$ cat src/rtl/perceptron_backprop.sv
// rtl/perceptron_backprop.sv - perceptron backward pass: delta, back-propagated error and weight update on one shared multiplier
// Optional macro PERCEPTRON_BP_SAT_EN: saturate fixmul results and weight subtractions instead of wrapping.
module perceptron_backprop #(
  parameter int WIDTH = 32,
  parameter int FRAC  = 24
) (
  input  logic             clk,
  input  logic             rst_n,
  input  logic             i_load,
  input  logic [WIDTH-1:0] i_w0_init,
  input  logic [WIDTH-1:0] i_w1_init,
  input  logic [WIDTH-1:0] i_bias_init,
  input  logic             i_start,
  input  logic [WIDTH-1:0] i_k0,
  input  logic [WIDTH-1:0] i_k1,
  input  logic [WIDTH-1:0] i_a,
  input  logic [WIDTH-1:0] i_delta_in,
  input  logic [WIDTH-1:0] i_lr,
  output logic [WIDTH-1:0] o_w0,
  output logic [WIDTH-1:0] o_w1,
  output logic [WIDTH-1:0] o_bias,
  output logic [WIDTH-1:0] o_delta_k0,
  output logic [WIDTH-1:0] o_delta_k1,
  output logic             o_busy,
  output logic             o_done
);

  typedef enum logic [3:0] {
    S_IDLE, S_DER, S_DEL, S_PB0, S_PB1, S_G0, S_U0, S_G1, S_U1, S_UB, S_DONE
  } state_t;

  localparam logic [WIDTH-1:0] ONE = {{(WIDTH-1){1'b0}}, 1'b1} << FRAC;
`ifdef PERCEPTRON_BP_SAT_EN
  localparam logic [WIDTH-1:0] MAX_V = {1'b0, {(WIDTH-1){1'b1}}};
  localparam logic [WIDTH-1:0] MIN_V = {1'b1, {(WIDTH-1){1'b0}}};
`endif

  state_t           state_q, state_d;
  logic [WIDTH-1:0] k0_q, k0_d, k1_q, k1_d, a_q, a_d, din_q, din_d, lr_q, lr_d;
  logic [WIDTH-1:0] tmp_q, tmp_d, delta_q, delta_d;
  logic [WIDTH-1:0] w0_q, w0_d, w1_q, w1_d, bias_q, bias_d;
  logic [WIDTH-1:0] dk0_q, dk0_d, dk1_q, dk1_d;
  logic             done_q, done_d;

  logic signed [WIDTH-1:0]   mul_x, mul_y;
  logic signed [2*WIDTH-1:0] prod, prod_sh;
  logic [WIDTH-1:0]          mul_r;
  logic [WIDTH-1:0]          sub_a, sub_r;
  logic [WIDTH:0]            sub_full;

  // Shared multiplier: floor shift, then either saturate or keep the low word.
  always_comb begin
    prod    = mul_x * mul_y;
    prod_sh = prod >>> FRAC;
`ifdef PERCEPTRON_BP_SAT_EN
    if ((&prod_sh[2*WIDTH-1:WIDTH-1]) || !(|prod_sh[2*WIDTH-1:WIDTH-1])) begin
      mul_r = prod_sh[WIDTH-1:0];
    end else begin
      mul_r = prod_sh[2*WIDTH-1] ? MIN_V : MAX_V;
    end
`else
    mul_r = WIDTH'(prod_sh);
`endif
  end

  always_comb begin
    sub_full = {sub_a[WIDTH-1], sub_a} - {mul_r[WIDTH-1], mul_r};
`ifdef PERCEPTRON_BP_SAT_EN
    if (sub_full[WIDTH] != sub_full[WIDTH-1]) begin
      sub_r = sub_full[WIDTH] ? MIN_V : MAX_V;
    end else begin
      sub_r = sub_full[WIDTH-1:0];
    end
`else
    sub_r = WIDTH'(sub_full);
`endif
  end

  always_comb begin
    state_d = state_q;
    k0_d    = k0_q;
    k1_d    = k1_q;
    a_d     = a_q;
    din_d   = din_q;
    lr_d    = lr_q;
    tmp_d   = tmp_q;
    delta_d = delta_q;
    w0_d    = w0_q;
    w1_d    = w1_q;
    bias_d  = bias_q;
    dk0_d   = dk0_q;
    dk1_d   = dk1_q;
    done_d  = (state_q == S_DONE);
    mul_x   = '0;
    mul_y   = '0;
    sub_a   = w0_q;
    case (state_q)
      S_IDLE: begin
        if (i_load) begin
          w0_d   = i_w0_init;
          w1_d   = i_w1_init;
          bias_d = i_bias_init;
        end else if (i_start) begin
          k0_d    = i_k0;
          k1_d    = i_k1;
          a_d     = i_a;
          din_d   = i_delta_in;
          lr_d    = i_lr;
          state_d = S_DER;
        end
      end
      S_DER: begin
        mul_x   = a_q;
        mul_y   = ONE - a_q;
        tmp_d   = mul_r;
        state_d = S_DEL;
      end
      S_DEL: begin
        mul_x   = din_q;
        mul_y   = tmp_q;
        delta_d = mul_r;
        state_d = S_PB0;
      end
      S_PB0: begin
        mul_x   = delta_q;
        mul_y   = w0_q;
        dk0_d   = mul_r;
        state_d = S_PB1;
      end
      S_PB1: begin
        mul_x   = delta_q;
        mul_y   = w1_q;
        dk1_d   = mul_r;
        state_d = S_G0;
      end
      S_G0: begin
        mul_x   = delta_q;
        mul_y   = k0_q;
        tmp_d   = mul_r;
        state_d = S_U0;
      end
      S_U0: begin
        mul_x   = lr_q;
        mul_y   = tmp_q;
        sub_a   = w0_q;
        w0_d    = sub_r;
        state_d = S_G1;
      end
      S_G1: begin
        mul_x   = delta_q;
        mul_y   = k1_q;
        tmp_d   = mul_r;
        state_d = S_U1;
      end
      S_U1: begin
        mul_x   = lr_q;
        mul_y   = tmp_q;
        sub_a   = w1_q;
        w1_d    = sub_r;
        state_d = S_UB;
      end
      S_UB: begin
        mul_x   = lr_q;
        mul_y   = delta_q;
        sub_a   = bias_q;
        bias_d  = sub_r;
        state_d = S_DONE;
      end
      S_DONE:  state_d = S_IDLE;
      default: state_d = S_IDLE;
    endcase
  end

  always_ff @(posedge clk or negedge rst_n) begin
    if (!rst_n) begin
      state_q <= S_IDLE;
      k0_q    <= '0;
      k1_q    <= '0;
      a_q     <= '0;
      din_q   <= '0;
      lr_q    <= '0;
      tmp_q   <= '0;
      delta_q <= '0;
      w0_q    <= '0;
      w1_q    <= '0;
      bias_q  <= '0;
      dk0_q   <= '0;
      dk1_q   <= '0;
      done_q  <= 1'b0;
    end else begin
      state_q <= state_d;
      k0_q    <= k0_d;
      k1_q    <= k1_d;
      a_q     <= a_d;
      din_q   <= din_d;
      lr_q    <= lr_d;
      tmp_q   <= tmp_d;
      delta_q <= delta_d;
      w0_q    <= w0_d;
      w1_q    <= w1_d;
      bias_q  <= bias_d;
      dk0_q   <= dk0_d;
      dk1_q   <= dk1_d;
      done_q  <= done_d;
    end
  end

  // The done pulse trails the DONE state by one cycle, so busy covers it too.
  assign o_busy     = (state_q != S_IDLE) || done_q;
  assign o_done     = done_q;
  assign o_w0       = w0_q;
  assign o_w1       = w1_q;
  assign o_bias     = bias_q;
  assign o_delta_k0 = dk0_q;
  assign o_delta_k1 = dk1_q;

endmodule

$ cat config.mk
export PLATFORM = sky130hd
export DESIGN_NAME = perceptron_backprop
export DESIGN_NICKNAME = d
export VERILOG_FILES = /design/src/rtl/perceptron_backprop.sv
export SDC_FILE = /design/constraint.sdc
export NUM_CORES = 2
export LEC_CHECK = 0
export BUFFER_PORTS_ARGS = -buffer_cell sky130_fd_sc_hd__buf_2
export CORE_AREA = 2 2 401 364
export DETAILED_ROUTE_END_ITERATION = 8
export DIE_AREA = 0 0 403 366
export SLEW_MARGIN = 40
export SYNTH_ARGS = -nofsm -noshare
export SYNTH_HDL_FRONTEND = slang
export SYNTH_SLANG_ARGS = --single-unit
$ cat constraint.sdc
create_clock -name clk -period 20.1 [get_ports clk]
set_input_delay 2.01 -clock clk [delete_from_list [all_inputs] [get_ports clk]]
set_output_delay 2.01 -clock clk [all_outputs]
set_load 0.01 [all_outputs]
-- Word level (Yosys, flattened, before mapping)
Index checks and enable logic that the tools add are counted.
- output and inout bits: 162
- input bits: 260
- word-level logic and storage cells: 58
- bits in registers: 389
- reductions and logical operators: 15
- multipliers: 1
- mux-type cells: 12
- bitwise operators: 1
- add/sub/neg operators: 2
- equality and inequality tests: 13
- operator list (operator ; number):
    $pmux W32 S2 ; 4
    $pmux W32 S7 ; 1
    $pmux W32 S4 ; 1
    $mux W32 ; 3
    $mul A32 B32 Y56 ; 1
    $pmux W4 S10 ; 1
    $sub A25 B32 Y32 const A ; 1
    $sub A32 B32 Y32 ; 1
    $eq A4 B3 Y1 const B ; 4
    $eq A4 B4 Y1 const B ; 3
    $reduce_or A3 Y1 ; 3
    $eq A4 B2 Y1 const B ; 2
    $mux W4 ; 2
    $reduce_and A2 Y1 ; 4
    $ne A2 B2 Y1 const B ; 3
    $reduce_bool A2 Y1 ; 3
    $eq A4 B1 Y1 const B ; 1
    $logic_not A4 Y1 ; 1
    $reduce_bool A4 Y1 ; 1
    $reduce_or A4 Y1 ; 1
    $reduce_and A3 Y1 ; 1
    $logic_or A1 B1 Y1 ; 1
    $not A1 Y1 ; 1

-- Logic depth before layout (Yosys ltp)
- word-level depth: 6
- depth in mapped cells: 51
- depth with buffers taken out: 48

-- Worst setup path before layout
OpenSTA, ideal clock, no wires.
- path kind: register to register
- start point: reg state_q[2]
- end point: reg bias_q[30], in the netlist o_bias[30]
- buffers on the path: 6
- stages on the path, launching flop included: 47
- data required time: 19967 ps
- period minus slack after synthesis: 11296 ps
- slack: 8804 ps
- library setup time: 133 ps
- arrival time: 11163 ps
- path through: dfrtp_1 clkbuf_1 nor4b_1 clkbuf_1 clkbuf_1 clkbuf_1 buf_1 a32oi_1 nand2_1 clkbuf_1 nand2_1 fa_1 inv_1 fa_1 fa_1 inv_1 fa_1 inv_1 [11 not listed] a21oi_1 nand3b_1 a21bo_2 a21oi_1 o31ai_1 xnor2_1 ha_1 o21ai_0 nand2_1 a21oi_1 nor2_1 a31oi_1 nand3b_1 a41o_1 o21ai_0 a41oi_1 xor2_1 o21ai_0
- word-level cells in the longest chain between the ends: 6
- elaborated cells on any way between the ends: 22
- classes of those cells: 1 x add/sub; 1 x mul; 10 x eq/ne; 4 x mux; 6 x reduce/logical
- ends and longest elaborated chain (item ; line ; RTL):
    start, declared ; 38 ; state_t state_q, state_d;
    start signal, assigned ; 191 ; state_q <= state_d;
    $eq A4 B4 Y1 (tied with other cells) ; 97 ; case (state_q)
    $reduce_or A3 Y1 (no source line) or $reduce_or A4 Y1 (tied branches) ; - ;
    $pmux W32 S7 or $pmux W32 S4 (tied branches) ; 97 ;
    $mul A32 B32 Y56 ; 53 ; prod = mul_x * mul_y;
    $sub A32 B32 Y32 ; 67 ; sub_full = {sub_a[WIDTH-1], sub_a} - {mul_r[WIDTH-1], mul_r};
    $pmux W32 S2 ; 97 ;
    end signal, assigned ; 201 ; bias_q <= bias_d;
    end, declared ; 41 ; logic [WIDTH-1:0] w0_q, w0_d, w1_q, w1_d, bias_q, bias_d;
Parallel ways exist; a longest one is shown, timed or not.
A chain may end at the register's enable or synchronous reset.

-- Worst setup path after layout
- start point: reg state_q[3]
- end point: reg w0_q[31], in the netlist o_w0[31]
- word-level cells in the longest chain between the ends: 6
- elaborated cells on any way between the ends: 22
- classes of those cells: 1 x add/sub; 1 x mul; 10 x eq/ne; 4 x mux; 6 x reduce/logical
- ends and longest elaborated chain (item ; line ; RTL):
    $eq A4 B4 Y1 (tied with other cells) ; 97 ;
    $reduce_or A3 Y1 (no source line) or $reduce_or A4 Y1 (tied branches) ; - ;
    $pmux W32 S7 or $pmux W32 S4 (tied branches) ; 97 ;
    $mul A32 B32 Y56 ; 53 ;
    $sub A32 B32 Y32 ; 67 ;
    $pmux W32 S2 ; 97 ;
    end signal, assigned ; 199 ; w0_q <= w0_d;
    end, declared ; 41 ;
Parallel ways exist; a longest one is shown, timed or not.

==> impl_metrics.tcl <==
set metrics [dict create \
    run_status "complete, no violations" \
    clock.fmax_mhz 73.25 \
    num-fill-cells 14320 \
    crit_buf_inv 6 \
    crit_type "reg2reg" \
    worst-endpoint-arrival_ps 14140 \
    worst_path_largest_cell_delay_ps 840 \
    min-delay-path-class "reg2reg" \
    fin_tns_setup_ps 0 \
    wire_per_inst_um 25.37 \
    clockRootBuffer "clkbuf_16" \
    placedCellCount 7591 \
    synth_seq_area_share 0.1899 \
    final-hold-violation-count 0 \
    synth_cells 5476 \
    place_hpwl_um 153400 \
    timing_max_transition_violations_final 0 \
    crit_family "adder cells" \
    timing.critical_path.fanout_max 69 \
    setup-violations-final 0 \
    post_synth_edffs 0 \
    asyncSetResetFlopFracSynth 1.000 \
    cp_most_frequent_cell "fa_1" \
    starting_density_of_the_core 0.3584 \
    die_w_um 403 \
    stdcell_area_um2 57400 \
    drt-total-wl_um 195300 \
    cts_setup_buffers 0 \
    portBuffers 421 \
    relSlewSlack 0.4005 \
    simple_logic_cell_fraction_of_the_synthesized_area 0.1268 \
    gp_congestion 0.9806 \
    share_of_layout_cells_above_drive_strength_1 0.1482 \
    grt_first_pass_wirelength_um 289600 \
    first_pass_iters 8 \
    tightestPinTransition_ps 896.3 \
    drt.antenna.violating_nets 0 \
    io-pin-count 422 \
    fin_skew_ps 40.68 \
    number_of_global_route_vias_before_repair 43650 \
    placed_cell_area_um2 55870 \
    nets 7207 \
    synth_top_family_by_area "adder cells" \
    min_period_ps 13650 \
    grt_start_max_net_pins 151 \
    critPathLaunchType "flop" \
    grt_usage 0.2640 \
    die-height_um 366 \
    postCtsResizedCells 0 \
    cts_max_path_buffers 3 \
    fin_cells 7700 \
    grt.overflow.total 0 \
    hold-path-cell-count 2 \
    mostFrequentLayoutCells "nand2_1 (1033), fa_1 (982), inv_1 (976)" \
    numCtsBuffers 40 \
    layout_worst_path_cycle_share 0.6792 \
    synth_adder_area_share 0.4334 \
    r2r.worst_path.cells 42 \
    critical-path-slowest-cell "dfrtp_1" \
    placeableCoreArea_um2 143000 \
    tritoncts "yes" \
    yosys.area_share.xor_xnor 0.01913 \
    syn_to_final_growth_pct 11.96 \
    cts.sinks 389 \
    proportion_of_synthesized_area_in_mux_cells 0.04290 \
    cp_num_cells 42 \
    worstSetupEndpointType "flop" \
    synth-main-ff-cell "dfrtp_1" \
    synth.lib_cells_used.distinct 77 \
    per_cell_via_count_in_the_routed_design 5.464 \
    syn_avg_cell_area_um2 9.362 \
    antenna_found_initial 36 \
    cts.clk_slew.worst_paths_ps 70 \
    fp.dieArea_um2 147500 \
    worst_skew_pair.late_latency_ps 620 \
    cts.htree.levels 2 \
    detail_route.iter0.violations 4453 \
    critical_path_required_ps 20590 \
    synth_compound_gate_area_share 0.09372 \
    routed-via-count 42070 \
    setup_repair_after_global_routing_missed_its_margin "no" \
    max_cap_violations 0 \
    yosys_register_bits 389 \
    syn-num-nets 6922 \
    ctsHoldBuffers 0 \
    final_common_cell "nand2_1" \
    synth_area_um2 51270 \
    post-route-drc-count 0 \
    placement_rows 132 \
    ys.warnings.count 0 \
]
==> synth_stat cells (all sizes together), types with 3 or more instances <==
cell type,number,area share
or3,9,0.0012
nand2b,21,0.0026
fa,983,0.38
nor4,9,0.0011
o32ai,3,0.00051
nand3,27,0.0026
and2,89,0.011
a31oi,9,0.0011
o21a,7,0.0010
nor3,33,0.0032
nand2,1049,0.077
o21bai,17,0.0025
a211oi,5,0.00073
mux2i,33,0.0064
a21oi,126,0.013
a221oi,12,0.0021
ha,203,0.050
a21boi,3,0.00044
o21ai,297,0.029
clkbuf,281,0.021
a221o,17,0.0033
nand3b,8,0.0012
dfrtp,389,0.19
buf,26,0.0021
xnor2,75,0.013
inv,976,0.071
o31ai,5,0.00073
o22ai,4,0.00049
nor2,253,0.019
nor2b,25,0.0031
o211ai,9,0.0013
mux2,166,0.036
a222oi,51,0.010
a32oi,4,0.00068
a21o,40,0.0059
a22oi,110,0.016
o221a,3,0.00066
a211o,4,0.00068
nand4,17,0.0021
and3,6,0.00073
xor2,31,0.0053
or4,5,0.00088
==> stage by stage <==
stage	setup WS [ps]	util	hold slack [ps]
6_report	6448	0.4013	472.0
4_1_cts	6837	0.4002	478.9
2_1_floorplan	8804	-	443.6
3_3_place_gp	5704	0.3892	460.6
5_1_grt	6030	0.4012	505.4
3_5_place_dp	6860	0.3907	465.4
==> metal layers <==
layer,track usage,wire length (um),vias to the layer above
met5,0,28,-
met4,0.09954,8178,4
met2,0.4063,88070,2205
met1,0.3660,79620,21850
met3,0.05452,19420,392
li1,-,-,17620
==> final cells by class <==
class / instances / area (um2) / area share
Multi-Input combinational cell: 3804 / 37030 / 0.6451
Clock buffer: 48 / 1091 / 0.01901
Tap cell: 1876 / 2347 / 0.04089
Clock inverter: 24 / 271.5 / 0.004730
Inverter: 976 / 3664 / 0.06383
Timing Repair Buffer: 550 / 3177 / 0.05535
Antenna cell: 33 / 82.58 / 0.001439
Sequential cell: 389 / 9739 / 0.1697
==> worst register-to-register path, delay by kind of cell, from the launching register on <==
family | cells | cell delay, ps
AOI/OAI and AO/OA | 16 | 4310
buffers and inverters | 6 | 1440
and+or+nand+nor | 7 | 1440
adders and majority gates | 10 | 4750
DFF | 1 | 840
xor gates and xnor gates | 3 | 780
==> cell families after synthesis <==
group | count (synthesis)
flip-flops | 389
buffers and inverters | 1283
AND/OR/NAND/NOR | 1563
AO/OA/AOI/OAI | 748
multiplexers | 199
adder cells (fa/ha/maj) | 1186
XOR/XNOR | 108
==> worst paths after layout <==
kind                       slack [ps]           from             to
hold / removal                    470  o_delta_k0[8]  o_delta_k0[8]
hold reg to reg                   470  o_delta_k0[8]  o_delta_k0[8]
setup reg to reg                 6450     state_q[3]       o_w0[31]
min in group asynchronous        1180          rst_n       o_w1[24]
setup / recovery                 6450     state_q[3]       o_w0[31]
max in group asynchronous       16470          rst_n     delta_q[1]
Power is not shown: default switching activity piles up to over one toggle a cycle in this logic, so the estimate is an artifact.
